### config.mk
export PLATFORM = sky130hd
export DESIGN_NAME = mem_port_arbiter_flat
export DESIGN_NICKNAME = d
export VERILOG_FILES = /design/src/rtl/knight_mem_pkg.sv /design/src/rtl/mem_port_arbiter_if.sv /design/src/rtl/mem_port_arbiter_rr_picker.sv /design/src/rtl/mem_port_arbiter.sv /design/src/flat_wrapper.sv
export SDC_FILE = /design/constraint.sdc
export NUM_CORES = 1
export LEC_CHECK = 0
export BUFFER_PORTS_ARGS = -buffer_cell sky130_fd_sc_hd__clkbuf_2
export CORE_AREA = 4 4 102 104
export CTS_BUF_LIST = sky130_fd_sc_hd__clkbuf_16
export DETAILED_ROUTE_END_ITERATION = 16
export DIE_AREA = 0 0 106 108
export RECOVER_POWER = 50
export SETUP_SLACK_MARGIN = 0.5
export SLEW_MARGIN = 15
export SYNTH_ARGS = -nofsm -noshare
export SYNTH_HDL_FRONTEND = slang
export SYNTH_SLANG_ARGS = --single-unit
### constraint.sdc
create_clock -name clk -period 3.65 [get_ports clk]
set_clock_uncertainty 0.15 [all_clocks]
set_input_delay 0.365 -clock clk [delete_from_list [all_inputs] [get_ports clk]]
set_output_delay 0.365 -clock clk [all_outputs]
set_load 0.01 [all_outputs]
### src/rtl/knight_mem_pkg.sv
// Shared definitions for the RAM port arbiter: operation codes,
// arbiter state encoding and a request decode helper.
package knight_mem_pkg;

  localparam logic [1:0] MEM_OP_NONE  = 2'b00;
  localparam logic [1:0] MEM_OP_READ  = 2'b01;
  localparam logic [1:0] MEM_OP_WRITE = 2'b11;

  typedef enum logic [0:0] {
    ARB_IDLE = 1'b0,
    ARB_BUSY = 1'b1
  } arb_state_t;

  // Only read and write count as requests; the unused code 2'b10 is ignored.
  function automatic logic is_mem_req(input logic [1:0] op);
    return (op == MEM_OP_READ) || (op == MEM_OP_WRITE);
  endfunction

endpackage

### src/rtl/mem_port_arbiter_if.sv
// Bundle of requester-side and RAM-side signals around the arbiter.
// master: the arbiter's view; slave: the surrounding requesters and RAM.
interface mem_port_arbiter_if #(
  parameter int NUM_REQ = 2,
  parameter int ADDR_W  = 32,
  parameter int DATA_W  = 32
);
  logic [2*NUM_REQ-1:0]      req_op_i;
  logic [ADDR_W*NUM_REQ-1:0] req_addr_i;
  logic [DATA_W*NUM_REQ-1:0] req_wdata_i;
  logic [NUM_REQ-1:0]        req_opdone_o;
  logic [DATA_W-1:0]         req_rdata_o;
  logic [1:0]                mem_op_o;
  logic [ADDR_W-1:0]         mem_addr_o;
  logic [DATA_W-1:0]         mem_wdata_o;
  logic                      mem_opdone_i;
  logic [DATA_W-1:0]         mem_rdata_i;
  logic [NUM_REQ-1:0]        grant_o;
  logic                      busy_o;
  logic                      timeout_o;

  modport master (
    input  req_op_i, req_addr_i, req_wdata_i, mem_opdone_i, mem_rdata_i,
    output req_opdone_o, req_rdata_o, mem_op_o, mem_addr_o, mem_wdata_o,
           grant_o, busy_o, timeout_o
  );

  modport slave (
    output req_op_i, req_addr_i, req_wdata_i, mem_opdone_i, mem_rdata_i,
    input  req_opdone_o, req_rdata_o, mem_op_o, mem_addr_o, mem_wdata_o,
           grant_o, busy_o, timeout_o
  );
endinterface

### src/rtl/mem_port_arbiter_rr_picker.sv
// Combinational round-robin picker: first requesting index at or after
// ptr, wrapping modulo NUM_REQ.
module rr_picker #(
  parameter int NUM_REQ = 2,
  parameter int PTR_W   = 1
) (
  input  logic [NUM_REQ-1:0] req,
  input  logic [PTR_W-1:0]   ptr,
  output logic [NUM_REQ-1:0] grant,
  output logic               valid
);

  // Scan from the pointer upward and keep only the first hit.
  always_comb begin : pick
    int idx;
    // NOTE: every output of a combinational block gets a default up front,
    // so no path leaves it unassigned and no latch is inferred.
    grant = '0;
    valid = 1'b0;
    idx   = 0;
    for (int i = 0; i < NUM_REQ; i++) begin
      idx = int'(ptr) + i;
      if (idx >= NUM_REQ) idx = idx - NUM_REQ;
      if (!valid && req[idx]) begin
        grant[idx] = 1'b1;
        valid      = 1'b1;
      end
    end
  end

endmodule

### src/rtl/mem_port_arbiter.sv
// Round-robin arbiter sharing one RAM port between NUM_REQ masters.
// A grant is held while the owner keeps a read/write operation asserted,
// followed by one idle turnaround cycle.
// Optional watchdog: define ARB_TIMEOUT_EN to build the TIMEOUT_CYCLES
// counter that forcibly releases a grant whose RAM never responds.
module mem_port_arbiter
  import knight_mem_pkg::*;
#(
  parameter int NUM_REQ        = 2,
  parameter int ADDR_W         = 32,
  parameter int DATA_W         = 32,
  parameter int TIMEOUT_CYCLES = 1024
) (
  input  logic                clk,
  input  logic                reset,
  mem_port_arbiter_if.master  bus
);

  localparam int PTR_W = (NUM_REQ > 1) ? $clog2(NUM_REQ) : 1;

  arb_state_t         state;
  logic [NUM_REQ-1:0] grant;
  logic               busy;
  logic [PTR_W-1:0]   ptr;
  logic [PTR_W-1:0]   owner;
  logic [PTR_W-1:0]   next_ptr;
  logic [PTR_W-1:0]   pick_idx;
  logic [NUM_REQ-1:0] req_vec;
  logic [NUM_REQ-1:0] pick_grant;
  logic               pick_valid;
  logic [1:0]         owner_op;
  logic [ADDR_W-1:0]  owner_addr;
  logic [DATA_W-1:0]  owner_wdata;
  logic               owner_req;
  logic               in_busy;
  logic               timeout_hit;
  logic [NUM_REQ-1:0] opdone;

  // Decode each requester's op into a single request bit.
  always_comb begin
    req_vec = '0;
    for (int r = 0; r < NUM_REQ; r++) begin
      req_vec[r] = is_mem_req(bus.req_op_i[2*r +: 2]);
    end
  end

  rr_picker #(
    .NUM_REQ (NUM_REQ),
    .PTR_W   (PTR_W)
  ) u_picker (
    .req   (req_vec),
    .ptr   (ptr),
    .grant (pick_grant),
    .valid (pick_valid)
  );

  // Convert the picker's one-hot grant into an owner index.
  always_comb begin
    pick_idx = '0;
    for (int i = 0; i < NUM_REQ; i++) begin
      if (pick_grant[i]) pick_idx = PTR_W'(i);
    end
  end

  assign in_busy     = (state == ARB_BUSY);
  assign owner_op    = bus.req_op_i[2*int'(owner) +: 2];
  assign owner_addr  = bus.req_addr_i[ADDR_W*int'(owner) +: ADDR_W];
  assign owner_wdata = bus.req_wdata_i[DATA_W*int'(owner) +: DATA_W];
  assign owner_req   = is_mem_req(owner_op);
  assign next_ptr    = (owner == PTR_W'(NUM_REQ - 1)) ? '0 : owner + PTR_W'(1);

  // Route the RAM completion to the owner only; stray completions are dropped.
  always_comb begin
    opdone = '0;
    if (in_busy) opdone[owner] = bus.mem_opdone_i;
  end

  assign bus.mem_op_o     = (in_busy && owner_req) ? owner_op : MEM_OP_NONE;
  assign bus.mem_addr_o   = in_busy ? owner_addr  : '0;
  assign bus.mem_wdata_o  = in_busy ? owner_wdata : '0;
  assign bus.req_opdone_o = opdone;
  assign bus.req_rdata_o  = bus.mem_rdata_i;
  assign bus.grant_o      = grant;
  assign bus.busy_o       = busy;

`ifdef ARB_TIMEOUT_EN
  localparam int CNT_W = (TIMEOUT_CYCLES > 2) ? $clog2(TIMEOUT_CYCLES) : 1;

  logic [CNT_W-1:0] wd_cnt;
  logic             timeout;

  assign timeout_hit = in_busy && owner_req && !bus.mem_opdone_i &&
                       (wd_cnt == CNT_W'(TIMEOUT_CYCLES - 1));

  // Watchdog: counts busy cycles since the grant or the last completion.
  always_ff @(posedge clk) begin
    if (reset) begin
      wd_cnt  <= '0;
      timeout <= 1'b0;
    end else begin
      timeout <= timeout_hit;
      if (!in_busy || bus.mem_opdone_i || timeout_hit) wd_cnt <= '0;
      else                                             wd_cnt <= wd_cnt + CNT_W'(1);
    end
  end

  assign bus.timeout_o = timeout;
`else
  assign timeout_hit   = 1'b0;
  assign bus.timeout_o = 1'b0;
`endif

  // Arbitration FSM: grant in IDLE, hold in BUSY until the owner lets go.
  always_ff @(posedge clk) begin
    // NOTE: sequential state uses non-blocking assignments so every flop
    // samples the pre-edge values regardless of statement order.
    if (reset) begin
      state <= ARB_IDLE;
      grant <= '0;
      busy  <= 1'b0;
      ptr   <= '0;
      owner <= '0;
    end else begin
      case (state)
        ARB_IDLE: begin
          if (pick_valid) begin
            state <= ARB_BUSY;
            grant <= pick_grant;
            busy  <= 1'b1;
            owner <= pick_idx;
          end
        end
        ARB_BUSY: begin
          if (!owner_req || timeout_hit) begin
            state <= ARB_IDLE;
            grant <= '0;
            busy  <= 1'b0;
            ptr   <= next_ptr;
          end
        end
        default: state <= ARB_IDLE;
      endcase
    end
  end

endmodule
### src/flat_wrapper.sv
// flat-port wrapper written by rule: the top's interface ports become plain ports
module mem_port_arbiter_flat import knight_mem_pkg::*;
#(
  parameter int NUM_REQ        = 2,
  parameter int ADDR_W         = 32,
  parameter int DATA_W         = 32,
  parameter int TIMEOUT_CYCLES = 1024
)
  (clk, reset, bus_req_op_i, bus_req_addr_i, bus_req_wdata_i, bus_mem_opdone_i, bus_mem_rdata_i, bus_req_opdone_o, bus_req_rdata_o, bus_mem_op_o, bus_mem_addr_o, bus_mem_wdata_o, bus_grant_o, bus_busy_o, bus_timeout_o);
  mem_port_arbiter_if #(.NUM_REQ(NUM_REQ), .ADDR_W(ADDR_W), .DATA_W(DATA_W)) bus_i ();
  input  logic clk;
  input  logic reset;
  input wire logic [$bits(bus_i.req_op_i)-1:0] bus_req_op_i;
  input wire logic [$bits(bus_i.req_addr_i)-1:0] bus_req_addr_i;
  input wire logic [$bits(bus_i.req_wdata_i)-1:0] bus_req_wdata_i;
  input wire logic [$bits(bus_i.mem_opdone_i)-1:0] bus_mem_opdone_i;
  input wire logic [$bits(bus_i.mem_rdata_i)-1:0] bus_mem_rdata_i;
  output wire logic [$bits(bus_i.req_opdone_o)-1:0] bus_req_opdone_o;
  output wire logic [$bits(bus_i.req_rdata_o)-1:0] bus_req_rdata_o;
  output wire logic [$bits(bus_i.mem_op_o)-1:0] bus_mem_op_o;
  output wire logic [$bits(bus_i.mem_addr_o)-1:0] bus_mem_addr_o;
  output wire logic [$bits(bus_i.mem_wdata_o)-1:0] bus_mem_wdata_o;
  output wire logic [$bits(bus_i.grant_o)-1:0] bus_grant_o;
  output wire logic [$bits(bus_i.busy_o)-1:0] bus_busy_o;
  output wire logic [$bits(bus_i.timeout_o)-1:0] bus_timeout_o;
  assign bus_i.req_op_i = bus_req_op_i;
  assign bus_i.req_addr_i = bus_req_addr_i;
  assign bus_i.req_wdata_i = bus_req_wdata_i;
  assign bus_i.mem_opdone_i = bus_mem_opdone_i;
  assign bus_i.mem_rdata_i = bus_mem_rdata_i;
  assign bus_req_opdone_o = bus_i.req_opdone_o;
  assign bus_req_rdata_o = bus_i.req_rdata_o;
  assign bus_mem_op_o = bus_i.mem_op_o;
  assign bus_mem_addr_o = bus_i.mem_addr_o;
  assign bus_mem_wdata_o = bus_i.mem_wdata_o;
  assign bus_grant_o = bus_i.grant_o;
  assign bus_busy_o = bus_i.busy_o;
  assign bus_timeout_o = bus_i.timeout_o;
  mem_port_arbiter #(.NUM_REQ(NUM_REQ), .ADDR_W(ADDR_W), .DATA_W(DATA_W), .TIMEOUT_CYCLES(TIMEOUT_CYCLES)) u_core (.clk(clk), .reset(reset), .bus(bus_i));
endmodule
==> Word-level counts from Yosys, hierarchy flattened <==
Cells that the tools add are included.
{ "word_totals": {"reg_bits": 6, "inputBits": 167, "output_inout_bits": 104} }
{ "classes": {"add_sub_neg": 4, "magnitude_cmp": 8, "eq_ne": 8, "n_shift": 3, "muxes": 33, "bitwise_logic": 4, "reduce_logical": 12} }
{ "op_table": {"columns": ["operator", "n"], "rows": [
  ["$mux W32", 4],
  ["$shiftx A64 B7 Y32", 2],
  ["$ge A32 B1 Y1 const B", 2],
  ["$lt A32 B3 Y1 const B", 2],
  ["$mux W1", 17],
  ["$mux W2", 6],
  ["$eq A2 B1 Y1 const B", 3],
  ["$eq A2 B2 Y1 const B", 3],
  ["$reduce_and A2 Y1", 3],
  ["$logic_and A1 B1 Y1", 5],
  ["$pmux W1 S2", 2],
  ["$pmux W2 S2", 1],
  ["$shiftx A4 B3 Y2", 1],
  ["$demux W1 S1", 3],
  ["$logic_or A1 B1 Y1", 3],
  ["$sub A1 B2 Y3 const B", 1],
  ["$sub A2 B2 Y3 const B", 1],
  ["$add A1 B1 Y2 const B", 1],
  ["$and A2 B2 Y2", 1],
  ["$ge A1 B2 Y1 const B", 1],
  ["$ge A2 B2 Y1 const B", 1],
  ["$lt A1 B2 Y1 const B", 1],
  ["$ne A2 B1 Y1 const B", 1],
  ["$ne A2 B2 Y1 const B", 1],
  ["5 further kinds", 6]
]} }

==> Logic depth before layout (Yosys ltp) <==
Gate-level depths: netlist of run 1.
{ "logic_depth": {"ltp_word": 11, "mapped_depth": 5} }

==> Modules after synthesis <==
A second synthesis of run 1 with hierarchy kept.
{ "hier_totals": {"hier_cells": 217, "area_unflattened_um2": 1560.2} }
{ "modules_own_cells": {"columns": ["module", "n_inst", "cells_each", "area_each_um2", "seq_area_each_um2"], "rows": [
  ["mem_port_arbiter", 1, 213, 1535.2, 120.1],
  ["rr_picker", 1, 4, 25.0, 0.0]
]} }

==> Worst setup path before layout of run 1 <==
OpenSTA, ideal clock, no wires.
{ "synth_timing": {"path_kind": "flip-flop to output port", "start": "reg u_core.state, in the netlist u_core.in_busy", "end": "out bus_mem_addr_o[0]", "arrival_time_ps": 1017, "slack_ps": 2118, "path_stages_with_launch": 6, "path_buffers": 3, "path_cell_list": "dfxtp_1 -> buf_2 -> inv_1 -> buf_2 -> buf_2 -> nor2_1"} }
{ "synth_via": {"elab_chain_len": 1} }
{ "synth_rtl": {"columns": ["element", "line_no", "rtl"], "rows": [
  ["from (decl)", "mem_port_arbiter.sv:21", "arb_state_t state;"],
  ["from (signal assigned)", "mem_port_arbiter.sv:118", "state <= ARB_IDLE;"],
  ["from (signal assigned)", "mem_port_arbiter.sv:127", "state <= ARB_BUSY;"],
  ["from (signal assigned)", "mem_port_arbiter.sv:135", "state <= ARB_IDLE;"],
  ["$mux W32", "mem_port_arbiter.sv:79", "assign bus.mem_addr_o = in_busy ? owner_addr : '0;"],
  ["to (decl)", "flat_wrapper.sv:21", "output wire logic [$bits(bus_i.mem_addr_o)-1:0] bus_mem_addr_o;"]
]} }
No other way between the ends.

==> Worst setup path after layout of run 1 <==
{ "layout_timing": {"start": "reg u_core.owner", "end": "out bus_mem_wdata_o[17]"} }
{ "layout_via": {"elab_chain_len": 2} }
{ "layout_rtl": {"columns": ["element", "line_no", "rtl"], "rows": [
  ["from (decl)", "mem_port_arbiter.sv:25", "logic [PTR_W-1:0] owner;"],
  ["from (signal assigned)", "mem_port_arbiter.sv:130", "owner <= pick_idx;"],
  ["$shiftx A64 B7 Y32", "mem_port_arbiter.sv:68", "assign owner_wdata = bus.req_wdata_i[DATA_W*int'(owner) +: DATA_W];"],
  ["$mux W32", "mem_port_arbiter.sv:80", "assign bus.mem_wdata_o = in_busy ? owner_wdata : '0;"],
  ["to (decl)", "flat_wrapper.sv:22", "output wire logic [$bits(bus_i.mem_wdata_o)-1:0] bus_mem_wdata_o;"]
]} }
No other way between the ends.

==> flow_summary.yaml, run 1 <==
cts:
  cts_tree: "built"
  htree_levels: 1
  holdBufCountCts: 0
  clock-root-buffer: "clkbuf_16"
  path_clk_slew_ns: 0.04
  numCtsBuffers: 3
  clock_latency_ns: 0.23
  postCtsSetupBuffers: 0
  clockBufferDepth: 2
  clock-sinks: 6
  cts_resized: 0
drt:
  drtPass1Iterations: 4
  postRouteAntennaNets: 0
  drc_errors: 0
  wl_mm: 5.92
  avgViaCountPerCell: 3.93
  first_iter_violations: 104
  wire_per_inst_um: 11.6
  vias: 2004
global_route:
  grt_pass1_wl_mm: 8.75
  grt_usage_pct: 9.10
  grt_pass1_vias: 2004
  globalRouteOverflowTotal: 0
  antenna_found_initial: 0
  grt_max_degree: 69
cells_and_area:
  syn2layout_area_growth_pct: 59.6
  drive_gt1_share_pct: 53.1
  antenna_cells: 0
  nets: 545
  fin_area_um2: 2460
worst_setup_path:
  critPathLaunch: "u_core.owner"
  r2r-start: "u_core.in_busy"
  rr_endpoint: "u_core.bus.grant_o[0]"
  path_max_fanout: 35
  cp.required_ns: 3.13
  reg2reg_depth: 3
  endpoint_kind: "output pin"
  endpoint: "bus_mem_wdata_o[17]"
  cp-start-kind: "flop"
  critical_path_class: "reg2out"
  crit_arrival_ns: 2.20
  worst-r2r-setup-slack_ns: 1.59
synth:
  syn_area_um2: 1540
  ys_seq_elements: 6
  ys_seq_area_share_pct: 7.78
  synth-main-ff-cell: "dfxtp_1"
  synthCells: 215
  ys_types: 24
  synth_warnings: 0
  async_flop_share_pct: 0
  synth_nets: 382
  avgSynthCellArea_um2: 7.18
  synth_edf_count: 0
timing:
  fmax_ghz: 0.369
  tightest_slew_ns: 0.889
  finalCritPeriodShare_pct: 74.3
  setup_viol: 0
  period_needed_ns: 2.71
  slew_viol_final: 0
  hold_violations: 0
  fin_tns_setup_ns: 0
  slew_headroom_pct: 40.7
  rsz0062_at_grt: "false"
floorplan:
  die_w_um: 106
  coreArea_um2: 9550
  core.rowCount: 36
  die_h_um: 108
  start_util_pct: 16.2
  dieArea_um2: 11400
  pin_count: 271
pwr:
  peakVddDrop_uv: 199
  power_density_nw_per_um2: 223
  cellLeakagePower_uw: 0.00131
run_status:
  status: "finished clean"
placement:
  dp.final_hpwl_mm: 5.05
  post_dp_cell_area_um2: 2410
  portBuffers: 205
  gp_congestion: 0.726
worst_hold_path:
  min_path_type: "in2reg"
  hp-start: "reset"
run:
  cap_viol_max_count: 0
-- routing by layer --
layer	global-route usage, %	wire, µm	vias up
li1	-	-	999
met1	9.36	2010	884
met2	17.3	3190	104
met3	2.51	586	17
met4	3.79	131	0
met5	0	0	-
-- registers in the layout, summed over array words and instances (netlist names) --
signal              count
u_core.owner            1
u_core.ptr              1
u_core.bus.grant_o      2
u_core.in_busy          1
u_core.bus.busy_o       1
-- Yosys cell counts (all sizes together), types with 2 or more instances --
cell type | instances | area (µm²)
dfxtp | 6 | 120
nor2b | 2 | 12.5
buf | 49 | 349
a21oi | 2 | 10.0
nand2 | 2 | 7.51
mux2i | 65 | 651
inv | 4 | 15.0
nor2 | 70 | 263
o21ai | 3 | 15.0
-- per-stage QoR --
step / setup WS (ns) / total power [µW] / std cells / hold slack [ns] / utilization (%)
floorplan: 2.12 / 281 / 215 / 0.281 / -
global placement: 1.47 / 371 / 506 / 0.302 / 25.2
detailed placement: 1.43 / 376 / 506 / 0.313 / 25.2
CTS: 1.17 / 562 / 510 / 0.238 / 26.0
global route: 0.741 / 592 / 510 / 0.250 / 25.8
finish: 0.938 / 550 / 510 / 0.240 / 25.8
-- cell families (layout without fill, tap and decap cells) --
logic type	count (synthesis)	after routing	share of synthesized area, %
compound gates	12	12	5.75
buf+inv	53	215	23.6
flops	6	6	7.78
mux	66	66	43.1
other cells	1	1	0.243
simple gates	77	77	19.5
-- final cells by class --
cell class | instances | area (µm²)
timing repair buffer | 207 | 1020
sequential | 6 | 124
multi-input combinational | 156 | 1060
clock inverter | 1 | 3.75
fill | 1084 | 7090
clock buffer | 3 | 75.1
tap | 133 | 166
inverter | 4 | 16.3
-- power breakdown --
part           internal [µW]  switching, µW  leakage, µW
registers               71.9           16.7    0.0000504
clock network            142           39.7    0.0000423
logic                    144            135      0.00122
total                    358            192      0.00131
-- worst min-delay path by stage --
stage | endpoint | depth (start not counted)
after global placement | u_core.bus.busy_o | 1
final | u_core.owner | 2
after CTS | u_core.owner | 2
after detailed placement | u_core.bus.grant_o[1] | 2
after floorplan | u_core.bus.grant_o[1] | 1
after global routing | u_core.owner | 2
-- cells in the final DEF, fill, tap and decap left out --
cell / n
nor2b_1: 2
inv_1: 4
and3_1: 1
o211ai_1: 1
clkbuf_1: 13
a221oi_2: 1
a32oi_1: 1
dfxtp_4: 1
o21ai_0: 2
clkinv_2: 1
o21a_1: 1
o21ba_1: 1
clkbuf_2: 193
a21boi_0: 1
dfxtp_1: 5
o21bai_1: 1
a21oi_1: 2
nor2_1: 70
nand2_1: 2
mux2i_1: 65
clkbuf_16: 3
nand2b_1: 1
o21ai_1: 1
or2_1: 1
buf_4: 1
conb_1: 1
mux2_1: 1
-- critical path, cell delays in order (launching register included) --
cell      delay [ns]
dfxtp_4         0.67
clkbuf_2        0.78
mux2i_1         0.26
nor2_1          0.06
clkbuf_2        0.16
Note: power is estimated with default switching activity, not from simulation.
==> inputs of run 2 (changes only) <==
Clock period 3.65 ns to 2.6 ns, I/O delays scaled along.
==> flow_summary.yaml, run 2 (synthesized netlist as in run 1, its figures left out) <==
drt:
  wire_per_inst_um: 11.6
  wl_mm: 5.95
  vias: 1982
  drc_errors: 0
  first_iter_violations: 105
  postRouteAntennaNets: 0
  avgViaCountPerCell: 3.88
  drtPass1Iterations: 4
cells_and_area:
  final-seq-area_um2: 124
  largest_reg_flops: 2
  final_common_cell: "clkbuf_2"
  multiInputGateArea_um2: 1060
  n_fill_cell: 1065
  syn2layout_area_growth_pct: 61.7
  antenna_cells: 0
  utilization_pct: 26.1
  drive_gt1_share_pct: 52.4
  final_cell_mix: "189 x clkbuf_2, 70 x nor2_1, 65 x mux2i_1"
  nets: 546
worst_setup_path:
  reg2reg_depth: 4
  crit_family: "buffers and inverters"
  critPathMaxStageDelay_ns: 0.38
  crit_slowest_cell: "mux2_1"
  cp_num_buf_inv: 2
  crit_arrival_ns: 1.63
  endpoint: "bus_mem_op_o[1]"
  path_max_fanout: 41
  worst-r2r-setup-slack_ns: 1.01
  critical_path_class: "reg2out"
  cp.required_ns: 2.19
  critPathLaunch: "u_core.owner"
  cp-start-kind: "flop"
  r2r-start: "u_core.owner"
  crit_chain: "buf_12, mux2_1, nand2_1, nor2_1, clkbuf_2"
  rr_endpoint: "u_core.bus.grant_o[0]"
  endpoint_kind: "output pin"
  path_depth: 5
pwr:
  peakVddDrop_uv: 359
  cellLeakagePower_uw: 0.00131
  power_density_nw_per_um2: 314
  swShare_pct: 35.0
  clkPwrFrac_pct: 32.7
  seqPwrFrac_pct: 13.9
  power_frac_comb_pct: 53.4
  p_switching_uw: 274
  power.total_uw: 783
  intPower_uw: 509
timing:
  setup_viol: 0
  hold_violations: 0
  period_needed_ns: 2.04
  fmax_ghz: 0.491
  rsz0062_at_grt: "false"
  fin_tns_setup_ns: 0
  finalCritPeriodShare_pct: 78.3
  slew_viol_final: 0
global_route:
  antenna_found_initial: 0
  grt_max_degree: 42
  grt_usage_pct: 9.15
  grt_pass1_vias: 1930
  globalRouteOverflowTotal: 0
  grt_pass1_wl_mm: 8.89
cts:
  numCtsBuffers: 3
  cts_tree: "built"
  path_clk_slew_ns: 0.04
  clock_latency_ns: 0.23
  holdBufCountCts: 0
  htree_levels: 1
  clock-sinks: 6
  clock-root-buffer: "clkbuf_16"
  clockBufferDepth: 2
worst_hold_path:
  min_path_type: "in2reg"
  hold_depth: 2
placement:
  portBuffers: 205
  gp_congestion: 0.746
  dp.final_hpwl_mm: 5.14
floorplan:
  core.rowCount: 36
  dieArea_um2: 11400
  start_util_pct: 16.2
  die_h_um: 108
  pin_count: 271
  die_w_um: 106
  coreArea_um2: 9550
run_status:
  status: "finished clean"
run:
  cap_viol_max_count: 0
==> run 2: routing by layer <==
metal  vias to the layer above  GRT usage [%]  routed length (µm)  part of all wire [%]
li1                       1007              -                   -                     -
met1                       856           10.2                2130                    36
met2                       105           17.3                3120                    52
met3                        14           2.45                 576                   9.7
met4                         0           2.22                 115                   1.9
met5                         -              0                   0                     0
==> run 2: worst min-delay path by stage <==
stage | startpoint | to | slack (ns)
5_1_grt | reset | u_core.bus.grant_o[1] | 0.16
2_1_floorplan | reset | u_core.bus.grant_o[1] | 0.18
6_report | reset | u_core.owner | 0.14
4_1_cts | reset | u_core.owner | 0.14
3_5_place_dp | u_core.bus.busy_o | u_core.bus.busy_o | 0.31
3_3_place_gp | u_core.bus.busy_o | u_core.bus.busy_o | 0.30
==> run 2: final cells by class <==
type / count / share of cell area (%)
Clock buffer: 3 / 3.01
Inverter: 4 / 0.702
Tap cell: 133 / 6.67
Sequential cell: 6 / 4.96
Clock inverter: 1 / 0.150
Multi-Input combinational cell: 156 / 42.3
Timing Repair Buffer: 208 / 42.2
==> run 2: worst reg2reg max path: cells and delay by family, from the launching register on <==
family                 cells  cell delay [ns]
AOI/OAI and AO/OA          1             0.13
buffers and inverters      1             0.26
DFF                        1             0.35
muxes                      1             0.39
and+or+nand+nor            1             0.19
==> run 2: metrics by stage <==
stage | setup slack [ns] | instance area [µm²] | hold WS (ns) | std cells
global route | 0.479 | 2500 | 0.161 | 511
global placement | 0.866 | 2440 | 0.300 | 507
CTS | 0.606 | 2520 | 0.136 | 511
floorplan | 1.17 | 1540 | 0.176 | 215
detailed placement | 0.852 | 2440 | 0.310 | 507
finish | 0.563 | 2500 | 0.139 | 511
==> run 2: power groups by stage <==
stage               registers (µW)  logic (µW)  clock network, µW
detailed placement             110         429                  0
global placement               110         419                  0
CTS                            109         431                258
floorplan                      108         286                  0
global route                   110         466                265
finish                         109         418                256
==> run 2: what timing repair did <==
action / CTS / global route
hold endpoints to repair: 0 / 0
buffers inserted: 0 / 0
gates resized for setup: 0 / 2
setup endpoints to repair: 0 / 1
==> inputs of run 3 (changes only) <==
Clock period 2.6 ns to 2 ns, I/O delays scaled along.
==> flow_summary.yaml, run 3 (synthesized netlist as in run 1, its figures left out) <==
global_route:
  grt_pass1_wl_mm: 9.61
  antenna_found_initial: 0
  globalRouteOverflowTotal: 0
  grt_max_degree: 39
  grt_usage_pct: 10.2
  grt_pass1_vias: 1958
cells_and_area:
  utilization_pct: 28.8
  nets: 554
  antenna_cells: 0
  syn2layout_area_growth_pct: 78.0
  largest_reg_flops: 2
  layout.cells.non_filler: 519
  final_cell_mix: "187 x clkbuf_2, 70 x nor2_1, 59 x mux2i_1"
  final-seq-area_um2: 128
  multiInputGateArea_um2: 1110
  n_fill_cell: 1057
  final_common_cell: "clkbuf_2"
  drive_gt1_share_pct: 56.5
worst_setup_path:
  crit_arrival_ns: 1.39
  crit_slowest_cell: "dfxtp_4"
  critPathMaxStageDelay_ns: 0.34
  critical_path_class: "reg2out"
  crit_family: "flip-flops"
  cp.required_ns: 1.65
  endpoint_kind: "output pin"
  cp_num_buf_inv: 2
  path_max_fanout: 4
  cp-start-kind: "flop"
  crit_chain: "buf_12, mux2_4, nand2_1, nor2_1, clkbuf_2"
drt:
  postRouteAntennaNets: 0
  wire_per_inst_um: 12.6
  avgViaCountPerCell: 3.97
  wl_met1_mm: 2.49
  wl_met2_mm: 3.41
  drc_errors: 0
  top_layer_used: "met4"
  drtPass1Iterations: 4
  wl_mm: 6.55
  vias: 2060
  first_iter_violations: 128
  wl_met3_um: 504
placement:
  dp.final_hpwl_mm: 5.09
  dp_cells: 507
  portBuffers: 205
  gp_congestion: 0.755
floorplan:
  pin_count: 271
  dieArea_um2: 11400
  coreArea_um2: 9550
  die_h_um: 108
  start_util_pct: 16.2
  core.rowCount: 36
  die_w_um: 106
cts:
  numCtsBuffers: 3
  path_clk_slew_ns: 0.04
  holdBufCountCts: 0
  clock-root-buffer: "clkbuf_16"
  clock_latency_ns: 0.23
  clock-sinks: 6
  clockBufferDepth: 2
  cts_tree: "built"
  htree_levels: 1
run_status:
  status: "finished clean"
run:
  cap_viol_max_count: 0
pwr:
  power_density_nw_per_um2: 405
  peakVddDrop_uv: 416
  power.total_uw: 1110
  cellLeakagePower_uw: 0.00143
timing:
  rsz0062_at_grt: "true"
  fin_tns_setup_ns: 0
  setup_viol: 0
  fmax_ghz: 0.575
  period_needed_ns: 1.74
  hold_violations: 0
  finalCritPeriodShare_pct: 87.0
  slew_viol_final: 0
  whs_ns: 0.0837
worst_hold_path:
  min_path_type: "in2reg"
run 3: changes by cell type in the layout (fill, tap and decap cells not counted), sizes merged:
cell	change
buf	+14
clkbuf	-6
run 3: power breakdown:
| part | switching [µW] | total [µW] | internal [µW] |
|---|---|---|---|
| combinational | 301 | 638 | 337 |
| clock | 71.6 | 331 | 260 |
| sequential | 11.6 | 143 | 131 |
| total | 384 | 1110 | 728 |
run 3: layer usage:
metal  vias to the layer above  track usage, %
met5                         -               0
met4                         0            3.42
met3                        20            2.09
met2                       108            18.6
met1                       906            12.0
li1                       1026               -
run 3: final cells by class:
class	count	area share, %
clock buffers	3	2.73
repair buffers	216	45.3
inverters	4	0.820
multi-input cells	156	40.3
clock inverters	1	0.137
well taps	133	6.06
flip-flops and latches	6	4.64
run 3: through the flow:
| step | area, µm² | setup WS [ns] |
|---|---|---|
| global placement | 2450 | 0.379 |
| finish | 2750 | 0.260 |
| global route | 2750 | 0.195 |
| detailed placement | 2450 | 0.329 |
| floorplan | 1540 | 0.633 |
| CTS | 2750 | 0.317 |
run 3: repair_timing:
| action | in CTS | in global routing |
|---|---|---|
| gates resized for setup | 16 | 11 |
| endpoints found under the hold margin | 0 | 0 |
| setup buffers | 4 | 0 |
| endpoints found under the setup margin | 71 | 68 |
| pin swaps | 2 | 3 |
| gates cloned | 4 | 0 |
run 3: final timing paths:
check                             start                     to  slack, ns  depth (start not counted)
setup reg to reg           u_core.owner  u_core.bus.grant_o[0]       0.65                          4
hold / removal                    reset  u_core.bus.grant_o[1]       0.08                          2
setup / recovery           u_core.owner        bus_mem_op_o[1]       0.26                          5
hold reg to reg   u_core.bus.grant_o[1]  u_core.bus.grant_o[1]       0.31                          2
